**src/rtl/tmr_mon_pkg.sv**
```systemverilog
// Shared definitions for the TMR vote monitor: replica/counter
// indices and the counter-readout state machine encoding.
package tmr_mon_pkg;

    localparam logic [1:0] REP_A      = 2'd0;
    localparam logic [1:0] REP_B      = 2'd1;
    localparam logic [1:0] REP_C      = 2'd2;
    localparam logic [1:0] SEL_UNCORR = 2'd3;

    localparam int NUM_CNT = 4;

    typedef enum logic {
        ST_IDLE = 1'b0,
        ST_RESP = 1'b1
    } rd_state_e;

endpackage

```
**src/rtl/tmr_err_counter.sv**
```systemverilog
// Saturating event counter with synchronous read-clear; a clear and an
// increment in the same cycle leave the counter at 1.
module tmr_err_counter #(
    parameter int CNT_WIDTH = 8
) (
    input  logic                 clk,
    input  logic                 rst,
    input  logic                 i_inc,
    input  logic                 i_clr,
    output logic [CNT_WIDTH-1:0] o_count
);

    localparam logic [CNT_WIDTH-1:0] MAX = '1;

    logic [CNT_WIDTH-1:0] r_count;

    always_ff @(posedge clk) begin
        if (rst) begin
            r_count <= '0;
        end else if (i_clr) begin
            r_count <= CNT_WIDTH'(i_inc);
        end else if (i_inc && (r_count != MAX)) begin
            r_count <= r_count + 1'b1;
        end
    end

    assign o_count = r_count;

endmodule

```
**src/rtl/tmr_vote_monitor.sv**
```systemverilog
// Registered bitwise majority voter for three replicas, with mismatch
// counters, persistent-fault flags and a read-and-clear counter port.
module tmr_vote_monitor
    import tmr_mon_pkg::*;
#(
    parameter int WIDTH     = 8,
    parameter int CNT_WIDTH = 8,
    parameter int PERSIST   = 3
) (
    input  logic                 clk,
    input  logic                 rst,
    input  logic                 in_valid,
    input  logic [WIDTH-1:0]     inA,
    input  logic [WIDTH-1:0]     inB,
    input  logic [WIDTH-1:0]     inC,
    output logic                 out_valid,
    output logic [WIDTH-1:0]     out,
    output logic                 err_pulse,
    output logic                 uncorr_pulse,
    output logic [2:0]           fault_mask,
    input  logic                 clr_fault,
    input  logic                 cnt_rd,
    input  logic [1:0]           cnt_sel,
    output logic                 cnt_valid,
    output logic [CNT_WIDTH-1:0] cnt_data
);

    localparam logic [3:0] RUN_MAX = 4'(PERSIST);

    logic [WIDTH-1:0]     w_maj;
    logic [2:0]           w_mis;
    logic                 w_uncorr;
    logic [3:0]           w_inc;
    logic [3:0]           w_clr;
    logic                 w_rd_go;
    logic [CNT_WIDTH-1:0] w_cnt [NUM_CNT];
    logic [3:0]           w_run_nxt [3];
    rd_state_e            w_state_nxt;

    logic [WIDTH-1:0]     r_out;
    logic                 r_out_valid;
    logic                 r_err;
    logic                 r_unc;
    logic [2:0]           r_mask;
    logic [3:0]           r_run [3];
    rd_state_e            r_state;
    logic [CNT_WIDTH-1:0] r_cnt_data;

    assign w_maj = (inA & inB) | (inB & inC) | (inA & inC);

    assign w_mis[REP_A] = in_valid && (inA != w_maj);
    assign w_mis[REP_B] = in_valid && (inB != w_maj);
    assign w_mis[REP_C] = in_valid && (inC != w_maj);
    assign w_uncorr     = in_valid && (inA != inB) &&
                          (inB != inC) && (inA != inC);

    assign w_inc = {w_uncorr, w_mis};

    always_ff @(posedge clk) begin
        if (rst) begin
            r_out       <= '0;
            r_out_valid <= 1'b0;
            r_err       <= 1'b0;
            r_unc       <= 1'b0;
        end else begin
            r_out_valid <= in_valid;
            r_err       <= |w_mis;
            r_unc       <= w_uncorr;
            if (in_valid) begin
                r_out <= w_maj;
            end
        end
    end

    // A mismatch run saturates at PERSIST; any clean valid word restarts it.
    always_comb begin
        for (int i = 0; i < 3; i++) begin
            w_run_nxt[i] = 4'd0;
            if (w_mis[i]) begin
                w_run_nxt[i] = (r_run[i] == RUN_MAX) ? RUN_MAX
                                                     : r_run[i] + 4'd1;
            end
        end
    end

    always_ff @(posedge clk) begin
        if (rst || clr_fault) begin
            r_mask <= '0;
            for (int i = 0; i < 3; i++) begin
                r_run[i] <= 4'd0;
            end
        end else if (in_valid) begin
            for (int i = 0; i < 3; i++) begin
                r_run[i] <= w_run_nxt[i];
                if (w_run_nxt[i] == RUN_MAX) begin
                    r_mask[i] <= 1'b1;
                end
            end
        end
    end

    assign w_rd_go = (r_state == ST_IDLE) && cnt_rd;

    for (genvar g = 0; g < NUM_CNT; g++) begin : g_cnt
        assign w_clr[g] = w_rd_go && (cnt_sel == 2'(g));

        tmr_err_counter #(
            .CNT_WIDTH (CNT_WIDTH)
        ) u_cnt (
            .clk     (clk),
            .rst     (rst),
            .i_inc   (w_inc[g]),
            .i_clr   (w_clr[g]),
            .o_count (w_cnt[g])
        );
    end

    always_ff @(posedge clk) begin
        if (rst) begin
            r_state <= ST_IDLE;
        end else begin
            r_state <= w_state_nxt;
        end
    end

    always_comb begin
        w_state_nxt = r_state;
        unique case (r_state)
            ST_IDLE: if (cnt_rd) w_state_nxt = ST_RESP;
            ST_RESP: w_state_nxt = ST_IDLE;
            default: w_state_nxt = ST_IDLE;
        endcase
    end

    // Snapshot is the pre-increment value; the counter itself clears.
    always_ff @(posedge clk) begin
        if (rst) begin
            r_cnt_data <= '0;
        end else if (w_rd_go) begin
            r_cnt_data <= w_cnt[cnt_sel];
        end
    end

    assign out          = r_out;
    assign out_valid    = r_out_valid;
    assign err_pulse    = r_err;
    assign uncorr_pulse = r_unc;
    assign fault_mask   = r_mask;
    assign cnt_valid    = (r_state == ST_RESP);
    assign cnt_data     = r_cnt_data;

endmodule

```
**config.mk**
```make
export PLATFORM = sky130hd
export DESIGN_NAME = tmr_vote_monitor
export DESIGN_NICKNAME = d
export VERILOG_FILES = /design/src/rtl/tmr_mon_pkg.sv /design/src/rtl/tmr_err_counter.sv /design/src/rtl/tmr_vote_monitor.sv
export SDC_FILE = /design/constraint.sdc
export NUM_CORES = 1
export LEC_CHECK = 0
export ABC_AREA = 0
export BUFFER_PORTS_ARGS = -buffer_cell sky130_fd_sc_hd__buf_2
export CAP_MARGIN = 20
export CORE_MARGIN = 2
export CORE_UTILIZATION = 58
export DETAILED_ROUTE_END_ITERATION = 10
export PLACE_DENSITY = 0.76
export SYNTH_ARGS = -nofsm -noshare
export SYNTH_HDL_FRONTEND = slang
export SYNTH_SLANG_ARGS = --single-unit
export TNS_END_PERCENT = 5
```
**constraint.sdc**
```tcl
create_clock -name clk -period 2.5 [get_ports clk]
set_input_delay 0.25 -clock clk [delete_from_list [all_inputs] [get_ports clk]]
set_output_delay 0.25 -clock clk [all_outputs]
set_load 0.02 [all_outputs]
```
# Word level (Yosys, flattened, before mapping)
# Memories as Yosys holds them, arrays and structs flattened.
# Cells that the tools add are included.
dict set report classes {
  n_lt_le_gt_ge 1
  n_mux 27
  addsub 7
  n_bitwise 10
  n_reduce_logical 29
  eq_ne 19
}
# cell count
set ops {}
lappend ops {{!= test 8 bit} 6}
lappend ops {{two-way mux 4 bit} 9}
lappend ops {{adder 8 x 1 -> 8 bit (second input constant)} 4}
lappend ops {{!= test 8 bit (second input constant)} 4}
lappend ops {{AND 8 bit} 3}
lappend ops {{equality test 4 x 2 -> 1 bit (second input constant)} 6}
lappend ops {{binary-select mux 8 bit (select 2 bit)} 1}
lappend ops {{two-way mux 8 bit} 2}
lappend ops {{bitwise OR 8 bit} 2}
lappend ops {{logical AND 1 bit} 15}
lappend ops {{two-way mux 1 bit} 14}
lappend ops {{adder 4 x 1 -> 4 bit (second input constant)} 3}
lappend ops {{nonzero test 2 bit} 4}
lappend ops {{OR reduction 2 bit} 4}
lappend ops {{AND reduction 2 bit} 3}
lappend ops {{equality test 2 bit (second input constant)} 2}
lappend ops {{greater-or-equal comparator 3 bit (second input constant)} 1}
lappend ops {{NOT 2 -> 3 bit} 1}
lappend ops {{bitwise OR 1 bit} 3}
lappend ops {{OR reduction 3 bit} 1}
lappend ops {{equality test 2 x 1 -> 1 bit (second input constant)} 1}
lappend ops {{zero test 2 bit} 1}
lappend ops {{case mux 1 bit (2 select lines)} 1}
lappend ops {{logical OR 1 bit} 1}
lappend ops {{NOT 1 bit} 1}
dict set report word_totals {
  mem_bits_rw 12
  mem_count 1
  input_bits 31
  out_inout_bits 23
  reg_bits 55
  word_cells 111
}
# name words word_bits read_ports rd_ports_with_merged_regs wr line_no
set mem_list {}
lappend mem_list {r_run 3 4 3 0 3 tmr_vote_monitor.sv:45} ;# logic [3:0] r_run [3];

# Longest topological paths before layout
# Gate-level depths: netlist of run 1.
dict set report logic_depth {
  depth_word 8
  depth_mapped 7
  mapped_depth_nobuf 7
}

# Modules after synthesis
# A second synthesis of run 1 with hierarchy kept.
dict set report hier_totals {
  hier_cells 454
  area_unflattened_um2 4197.8
}
# module seq_area_each_um2 instances cells_each area_each_um2
set modules_own_cells {}
lappend modules_own_cells {tmr_vote_monitor 820.8 1 270 2556.2}
lappend modules_own_cells {tmr_err_counter 160.2 4 46 410.4}

# Least setup slack after synthesis of run 1
# Ideal clock, no wire load.
dict set report synth_timing {
  path_type {input port to flip-flop}
  startpoint {input port inA[7]}
  endpoint {register g_cnt[1].u_cnt.r_count[0]}
  t_required_ns 2.384
  t_arrival_ns 1.926
  path_stages 7
  path_slack_ns 0.458
  path_cell_list {ha_1 -> nor4_2 -> o22ai_1 -> or4_4 -> and2_4 -> and3_1 -> a41o_1}
}
dict set report synth_via {
  elab_chain_len 7
  elab_cells_between_ends 9
}
# item line_no
set synth_rtl {}
lappend synth_rtl {{from (decl)} tmr_vote_monitor.sv:13} ;# input logic [WIDTH-1:0] inA,
lappend synth_rtl {{AND 8 bit} tmr_vote_monitor.sv:49} ;# assign w_maj = (inA & inB) | (inB & inC) | (inA & inC);
lappend synth_rtl {{bitwise OR 8 bit} tmr_vote_monitor.sv:49}
lappend synth_rtl {{bitwise OR 8 bit (*)} tmr_vote_monitor.sv:49}
lappend synth_rtl {{!= test 8 bit (*)} tmr_vote_monitor.sv:52} ;# assign w_mis[REP_B] = in_valid && (inB != w_maj);
lappend synth_rtl {{logical AND 1 bit (*)} tmr_vote_monitor.sv:52}
lappend synth_rtl {{logical AND 1 bit} tmr_err_counter.sv:22} ;# end else if (i_inc && (r_count != MAX)) begin
lappend synth_rtl {{nonzero test 2 bit (no source line)} n/a}
lappend synth_rtl {{to (signal assigned)} tmr_err_counter.sv:21} ;# r_count <= CNT_WIDTH'(i_inc);
lappend synth_rtl {{to (signal assigned)} tmr_err_counter.sv:23} ;# r_count <= r_count + 1'b1;
lappend synth_rtl {{to (decl)} tmr_err_counter.sv:15} ;# logic [CNT_WIDTH-1:0] r_count;
# Every way passes the cells marked *; elsewhere a longest branch is shown, timed or not.
# A chain may end at the register's enable or synchronous reset.

==> impl_metrics.py, run 1 <==
metrics = {
    "logic_synthesis": {
        "async_reset_ff_share_pct": 0,
        "synth.distinct_cells": 49,
        "yosysTopAreaCell": "dfxtp_1",
        "synth_area_leaders": "dfxtp_1, ha_1, edfxtp_1",
        "synth_ff_type": "dfxtp_1",
        "synth_edf_count": 12,
        "synth_nets": 512,
        "synthCells": 450,
        "synth_top_area_share_pct": 26.7,
        "syn_area_um2": 4120,
        "syn_area_per_cell_um2": 9.16,
        "ys.warnings.count": 0,
        "seq_area_frac_synth_pct": 35.4,
        "synth-seq-cells": 67,
    },
    "power": {
        "peakVddDrop_uv": 242,
        "power.density_nw_per_um2": 542,
        "leakage_nw": 1.82,
    },
    "worst_setup_path": {
        "crit_slowest_cell": "nor4_4",
        "worst-setup-path-type": "in -> reg",
        "r2r_slack_ns": 0.75,
        "path_buf_inv": 1,
        "cpPeakStageDelay_ns": 0.47,
        "cp_max_fo": 7,
        "start_kind": "input port",
        "cp_top_family": "simple AND/OR/NAND/NOR gates",
        "cp-startpoint": "inB[2]",
        "r2r_start": "g_cnt[2].u_cnt.o_count[0]",
        "cp.arrival_ns": 2.10,
        "crit_chain": "buf_2, ha_1, nor4_1, o22ai_1, nor4_4, nand2b_4, or3_1, a21oi_1",
        "critPathCaptureType": "register",
        "worstPathRequired_ns": 2.59,
    },
    "cells_and_area": {
        "final_cell_area_um2": 4740,
        "nFillCells": 576,
        "area_growth_pct": 15.0,
        "layout-drive-gt1-share_pct": 19.1,
        "finalNetCount": 571,
        "antenna_cells": 0,
    },
    "routing": {
        "routed_via_density": 6.12,
        "dr_total_vias": 3732,
        "initialDrtViolationCount": 195,
        "ant_nets": 0,
        "drc_errors": 0,
        "drt_first_pass_iters": 4,
        "routed_wl_mm": 9.54,
        "wl_per_cell_um": 15.6,
    },
    "global_routing": {
        "grt_pass1_vias": 3499,
        "grt_max_degree": 23,
        "track_usage_pct": 26.4,
        "grt_pass1_wl_mm": 16.0,
        "antenna_found_initial": 0,
        "gr-total-overflow": 0,
    },
    "sta": {
        "finalSetupTns_ns": 0,
        "rsz0062_at_grt": "false",
        "fin_worst_skew_ns": 0.00757,
        "setup_viol": 0,
        "whs_ns": 0.233,
        "hold_viol_final": 0,
        "fin_crit_sh_pct": 80.3,
        "tightest_slew_ns": 0.663,
        "slew_headroom_pct": 55.6,
        "drv_slew": 0,
        "fmax_ghz": 0.498,
        "finalCriticalPeriod_ns": 2.01,
    },
    "clock_tree": {
        "cts.htree.levels": 3,
        "cts_buffers": 9,
        "cts-root-buf": "clkbuf_8",
        "cts.sinks": 67,
        "cts_hold_buf": 0,
        "cts_tree": "done",
        "cts_buffer_depth": 2,
        "cts_setup_buffers": 0,
        "insertion_delay_ns": 0.34,
        "clkTransAtPathRegs_ns": 0.07,
        "cts_resized": 0,
    },
    "die": {
        "die_x_um": 88.3,
        "die_area_um2": 7800,
        "initial_core_util_pct": 60.3,
        "rows": 30,
        "io_pins": 54,
        "core_area_um2": 6830,
        "die_y_um": 88.3,
    },
    "worst_hold_path": {
        "hp-start": "in_valid",
        "min_path_type": "in -> reg",
    },
    "outcome": {
        "status": "completed",
    },
    "job": {
        "maxCapViolCount": 0,
    },
    "place": {
        "dpl_cell_area_um2": 4520,
        "gp_congestion": 0.842,
        "place_hpwl_mm": 7.07,
        "io_buffers": 53,
    },
}
==> metrics by stage <==
stage	worst slack [ns]	util (%)	power [W]	std cells
5_1_grt	0.385	69.4	0.00269	610
3_5_place_dp	0.150	66.1	0.00162	594
6_report	0.492	69.4	0.00257	610
4_1_cts	0.522	69.4	0.00259	610
3_3_place_gp	0.189	66.1	0.00160	594
2_1_floorplan	0.458	-	0.00148	450
==> placed cells by master (no fill, tap or decap), types with 3 or more instances in the layout <==
cell type	netlist	final
or3_1	4	4
o21a_1	6	6
nor3b_1	5	5
o21ai_0	3	3
o22ai_1	12	12
nand3b_1	3	3
nand2_1	43	43
nor2b_1	4	4
and3_1	8	8
buf_4	0	8
xor2_1	5	5
nor3_1	32	32
buf_2	1	53
nor2_1	37	37
clkinv_2	0	3
nor4_1	30	30
mux4_2	8	8
inv_1	5	5
nand4_1	5	5
nand3_1	16	16
mux2i_1	5	5
o31a_2	3	3
a211oi_1	10	10
o31a_1	21	21
dfxtp_1	55	55
ha_1	31	31
edfxtp_1	12	12
clkbuf_8	0	11
xnor2_1	17	17
nand2b_1	8	8
maj3_1	3	3
a21oi_1	22	22
==> area by class of cell <==
cell class / count / area, µm² / share of cell area (%)
inverter: 5 / 18.8 / 0.396
clock buffer: 12 / 176 / 3.72
multi-input combinational: 365 / 2590 / 54.7
clock inverter: 4 / 45.0 / 0.950
sequential: 67 / 1460 / 30.8
tap: 96 / 120 / 2.53
timing repair buffer: 61 / 325 / 6.86
==> worst paths after layout <==
path | to | cells past startpoint
hold / removal | out[6] | 2
setup reg to reg | g_cnt[2].u_cnt.o_count[0] | 6
setup / recovery | r_run[0][10] | 8
hold reg to reg | cnt_data[1] | 2
==> cells in the mapped netlist, types with 3 or more instances <==
library cell	count
a21oi_1	22
mux2i_1	5
nor3_1	32
clkbuf_1	10
inv_1	5
o21ai_0	3
o31a_2	3
nand2_1	43
nand3_1	16
mux4_2	8
nor2_1	37
nor4_1	30
nor3b_1	5
nand2b_1	8
ha_1	31
or3_1	4
nand4_1	5
o21a_1	6
nand3b_1	3
nor2b_1	4
xor2_1	5
edfxtp_1	12
maj3_1	3
o22ai_1	12
o31a_1	21
xnor2_1	17
and3_1	8
a211oi_1	10
dfxtp_1	55
==> cells by family after synthesis <==
family,after synthesis,synth area share (%)
AO/OA/AOI/OAI,86,14.6
XOR/XNOR,22,4.67
adder cells (fa/ha/maj),34,10.1
buffers and inverters,18,1.67
flip-flops,67,35.4
multiplexers,13,5.58
AND/OR/NAND/NOR,210,27.9
==> power breakdown <==
part / internal, W / switching (W) / total (W)
Clock: 0.000570 / 0.000403 / 0.000973
Sequential: 0.00114 / 0.0000363 / 0.00118
Combinational: 0.000175 / 0.000245 / 0.000420
Total: 0.00188 / 0.000684 / 0.00257
==> layer usage <==
metal  vias up  GRT usage [%]  wire [µm]
met5         -              0          0
met2       103           44.4       4610
li1       1864              -          -
met4         0           12.7        245
met1      1743           33.3       4320
met3        22           4.01        368
==> worst reg2reg max path: stages (launching register included) <==
cell and delay (ns):
dfxtp_1 0.41, ha_1 0.25, nand3_1 0.09, o21ai_1 0.38, nor2_1 0.17, xor2_1 0.18
o21a_1 0.17
==> state kept, by name, indices dropped and copies added, names as in the netlist <==
| signal | cells |
|---|---|
| g_cnt.u_cnt.o_count | 32 |
| r_run | 12 |
| cnt_data | 8 |
| out | 8 |
| fault_mask | 3 |
| cnt_valid | 1 |
| err_pulse | 1 |
| out_valid | 1 |
| uncorr_pulse | 1 |
(Power assumes the default switching activity.)
==> run 2: changes to the inputs <==
--- a/config.mk
+++ b/config.mk
@@ -5,13 +5,13 @@
 export SDC_FILE = /design/constraint.sdc
 export NUM_CORES = 1
 export LEC_CHECK = 0
-export ABC_AREA = 0
+export ABC_AREA = 1
 export BUFFER_PORTS_ARGS = -buffer_cell sky130_fd_sc_hd__buf_2
 export CAP_MARGIN = 20
 export CORE_MARGIN = 2
-export CORE_UTILIZATION = 58
+export CORE_UTILIZATION = 53
 export DETAILED_ROUTE_END_ITERATION = 10
-export PLACE_DENSITY = 0.76
+export PLACE_DENSITY = 0.72
 export SYNTH_ARGS = -nofsm -noshare
 export SYNTH_HDL_FRONTEND = slang
 export SYNTH_SLANG_ARGS = --single-unit
==> constraint.sdc (replaced) <==
create_clock -name clk -period 1.7 [get_ports clk]
set_input_delay 0.17 -clock clk [delete_from_list [all_inputs] [get_ports clk]]
set_output_delay 0.17 -clock clk [all_outputs]
set_load 0.02 [all_outputs]
==> run 2 against run 1 <==
Setup slack worse by 0.39 ns. Routed wire length up 23%. Sequential share of layout area down 4.4 points. Register-to-register slack worse by 0.65 ns. Critical path type is now reg -> reg.
==> impl_metrics.py, run 2 <==
metrics = {
    "outcome": {
        "status": "completed",
    },
    "logic_synthesis": {
        "synth.distinct_cells": 32,
        "yosysTopAreaCell": "dfxtp_1",
        "ys.warnings.count": 0,
        "syn_area_per_cell_um2": 6.97,
        "synth_fa_ha_area_share_pct": 8.48,
        "synth_area_leaders": "dfxtp_1, nand2_1, ha_1",
        "synth_ff_type": "dfxtp_1",
        "seq_area_frac_synth_pct": 31.9,
        "synth_edf_count": 12,
        "synthSimpleGateAreaFrac_pct": 37.4,
        "synth_compound_area_share_pct": 9.71,
        "synth-xor-area-share_pct": 4.60,
        "async_reset_ff_share_pct": 0,
        "synth_top_area_share_pct": 24.1,
        "synth_common_cells": "nand2_1, inv_1, nand3_1",
        "synthMuxAreaShare_pct": 0,
        "synth-seq-cells": 67,
        "synth_nets": 718,
        "syn_area_um2": 4570,
        "synth_top_family_by_area": "simple AND/OR/NAND/NOR gates",
        "synthCells": 656,
        "synth_most_common_cell": "nand2_1",
    },
    "power": {
        "power.density_nw_per_um2": 705,
        "power_frac_clock_pct": 33.4,
        "p_switching_w": 0.00122,
        "comb_power_share_pct": 22.0,
        "leakage_nw": 2.75,
        "power_w": 0.00391,
        "intPower_w": 0.00269,
        "peakVddDrop_uv": 574,
        "pwr-share-seq_pct": 44.6,
        "swShare_pct": 31.1,
    },
    "die": {
        "initial_core_util_pct": 55.1,
        "io_pins": 54,
        "rows": 33,
        "core_area_um2": 8300,
        "die_area_um2": 9390,
        "die_x_um": 96.9,
        "die_y_um": 96.9,
    },
    "worst_setup_path": {
        "start_kind": "register",
        "worst-setup-path-type": "reg -> reg",
        "r2r_end": "g_cnt[0].u_cnt.o_count[0]",
        "r2r_start": "g_cnt[0].u_cnt.o_count[0]",
        "critPathCaptureType": "register",
        "cpPeakStageDelay_ns": 0.38,
        "reg2reg_depth": 9,
        "r2r_slack_ns": 0.10,
        "endpoint": "g_cnt[0].u_cnt.o_count[0]",
        "cp-startpoint": "g_cnt[0].u_cnt.o_count[0]",
        "crit_chain": "ha_1, nand2_1, nor3_4, nand3_4, nand3_4, nand2_1, nand3_1, nand2_1, inv_1",
        "crit_top_cell": "nand2_1",
        "worstPathRequired_ns": 2.00,
        "crit_slowest_cell": "dfxtp_2",
        "cp.arrival_ns": 1.90,
        "cp_max_fo": 9,
    },
    "cells_and_area": {
        "layout-drive-gt1-share_pct": 21.6,
        "final_cell_area_um2": 5540,
        "area_growth_pct": 21.2,
        "antenna_cells": 0,
        "nFillCells": 746,
        "final_util_pct": 66.8,
        "layout_common_cells": "nand2_1, inv_1, nand3_1",
        "final_common_cell": "nand2_1",
        "finalNetCount": 825,
        "largest_reg_flops": 32,
    },
    "sta": {
        "rsz0062_at_grt": "true",
        "drv_slew": 0,
        "setup_viol": 0,
        "fmax_ghz": 0.625,
        "finalCriticalPeriod_ns": 1.60,
        "hold_viol_final": 0,
        "fin_crit_sh_pct": 94.1,
        "fin_worst_skew_ns": 0.0155,
        "whs_ns": 0.0540,
        "tightest_slew_ns": 0.428,
        "slew_headroom_pct": 71.5,
    },
    "clock_tree": {
        "cts_buffer_depth": 2,
        "cts.htree.levels": 3,
        "cts_tree": "done",
        "insertion_delay_ns": 0.36,
        "cts.sinks": 67,
        "cts-root-buf": "clkbuf_8",
        "cts_setup_buffers": 0,
        "cts_hold_buf": 0,
        "cts_buffers": 9,
        "clkTransAtPathRegs_ns": 0.08,
    },
    "global_routing": {
        "grt_pass1_vias": 4320,
        "gr-total-overflow": 0,
        "grt_max_degree": 21,
        "grt_pass1_wl_mm": 19.5,
        "antenna_found_initial": 0,
        "track_usage_pct": 24.9,
    },
    "routing": {
        "initialDrtViolationCount": 317,
        "routed_via_density": 5.39,
        "dr_total_vias": 4707,
        "wl_per_cell_um": 13.4,
        "drt_first_pass_iters": 6,
        "routed_wl_mm": 11.7,
        "ant_nets": 0,
        "drc_errors": 0,
    },
    "job": {
        "maxCapViolCount": 0,
    },
    "place": {
        "dpl_cell_area_um2": 5320,
        "place_hpwl_mm": 9.22,
        "io_buffers": 53,
        "gp_congestion": 0.872,
    },
    "worst_hold_path": {
        "hp-start": "cnt_rd",
        "min_path_type": "in -> reg",
        "hold_depth": 3,
    },
}
==> run 2: metrics by stage <==
stage	setup TNS [ns]	setup slack [ns]	std cells
floorplan	0	0.220	656
global placement	-0.222	-0.0592	857
detailed placement	-1.56	-0.123	857
CTS	0	0.0229	873
global route	-0.0585	-0.0250	873
finish	0	0.101	873
==> run 2: timing repair <==
action / CTS / global route
resized for setup: 0 / 7
endpoints found under the setup margin: 0 / 23
endpoints found under the hold margin: 0 / 0
==> run 2: cell type report <==
class                   count  area, µm²  area share (%)
multi-input cells         494       2790            50.2
flip-flops and latches     67       1460            26.4
well taps                 105        131            2.37
repair buffers            103        641            11.6
clock buffers               9        124            2.23
clock inverters             7       68.8            1.24
inverters                  88        330            5.96
==> run 2: worst min path at each step <==
stage / endpoint
final: cnt_valid
after CTS: cnt_valid
after floorplan: out_valid
after global routing: cnt_valid
after global placement: cnt_valid
after detailed placement: cnt_valid
==> run 2: cell families (layout without fill, tap and decap cells) <==
family,count (synthesis),in the layout
compound gates,79,79
xor+xnor,24,24
fa+ha+maj,31,31
buf+inv,95,207
flops,67,67
simple gates,360,360
==> run 2: power by group through the flow <==
stage	clock (W)	combinational (W)	sequential (W)
global placement	0	0.000824	0.00178
detailed placement	0	0.000849	0.00178
CTS	0.00131	0.000854	0.00174
global route	0.00139	0.000967	0.00175
floorplan	0	0.000478	0.00181
finish	0.00131	0.000860	0.00174
==> run 2: worst max-delay path: cells and delay by family (launching register included) <==
family                   cells  cell delay, ns
AND/OR/NAND/NOR              7            0.93
flip-flops                   1            0.38
adder cells (fa/ha/maj)      1            0.19
buffers and inverters        1            0.05
==> run 2: metal layers <==
metal / vias up / wire length (µm) / GRT usage (%) / share of wire (%)
li1: 2393 / - / - / -
met3: 20 / 682 / 5.56 / 5.8
met4: 0 / 184 / 6.93 / 1.6
met1: 2130 / 5200 / 31.8 / 44
met5: - / 0 / 0 / 0
met2: 164 / 5640 / 42.4 / 48
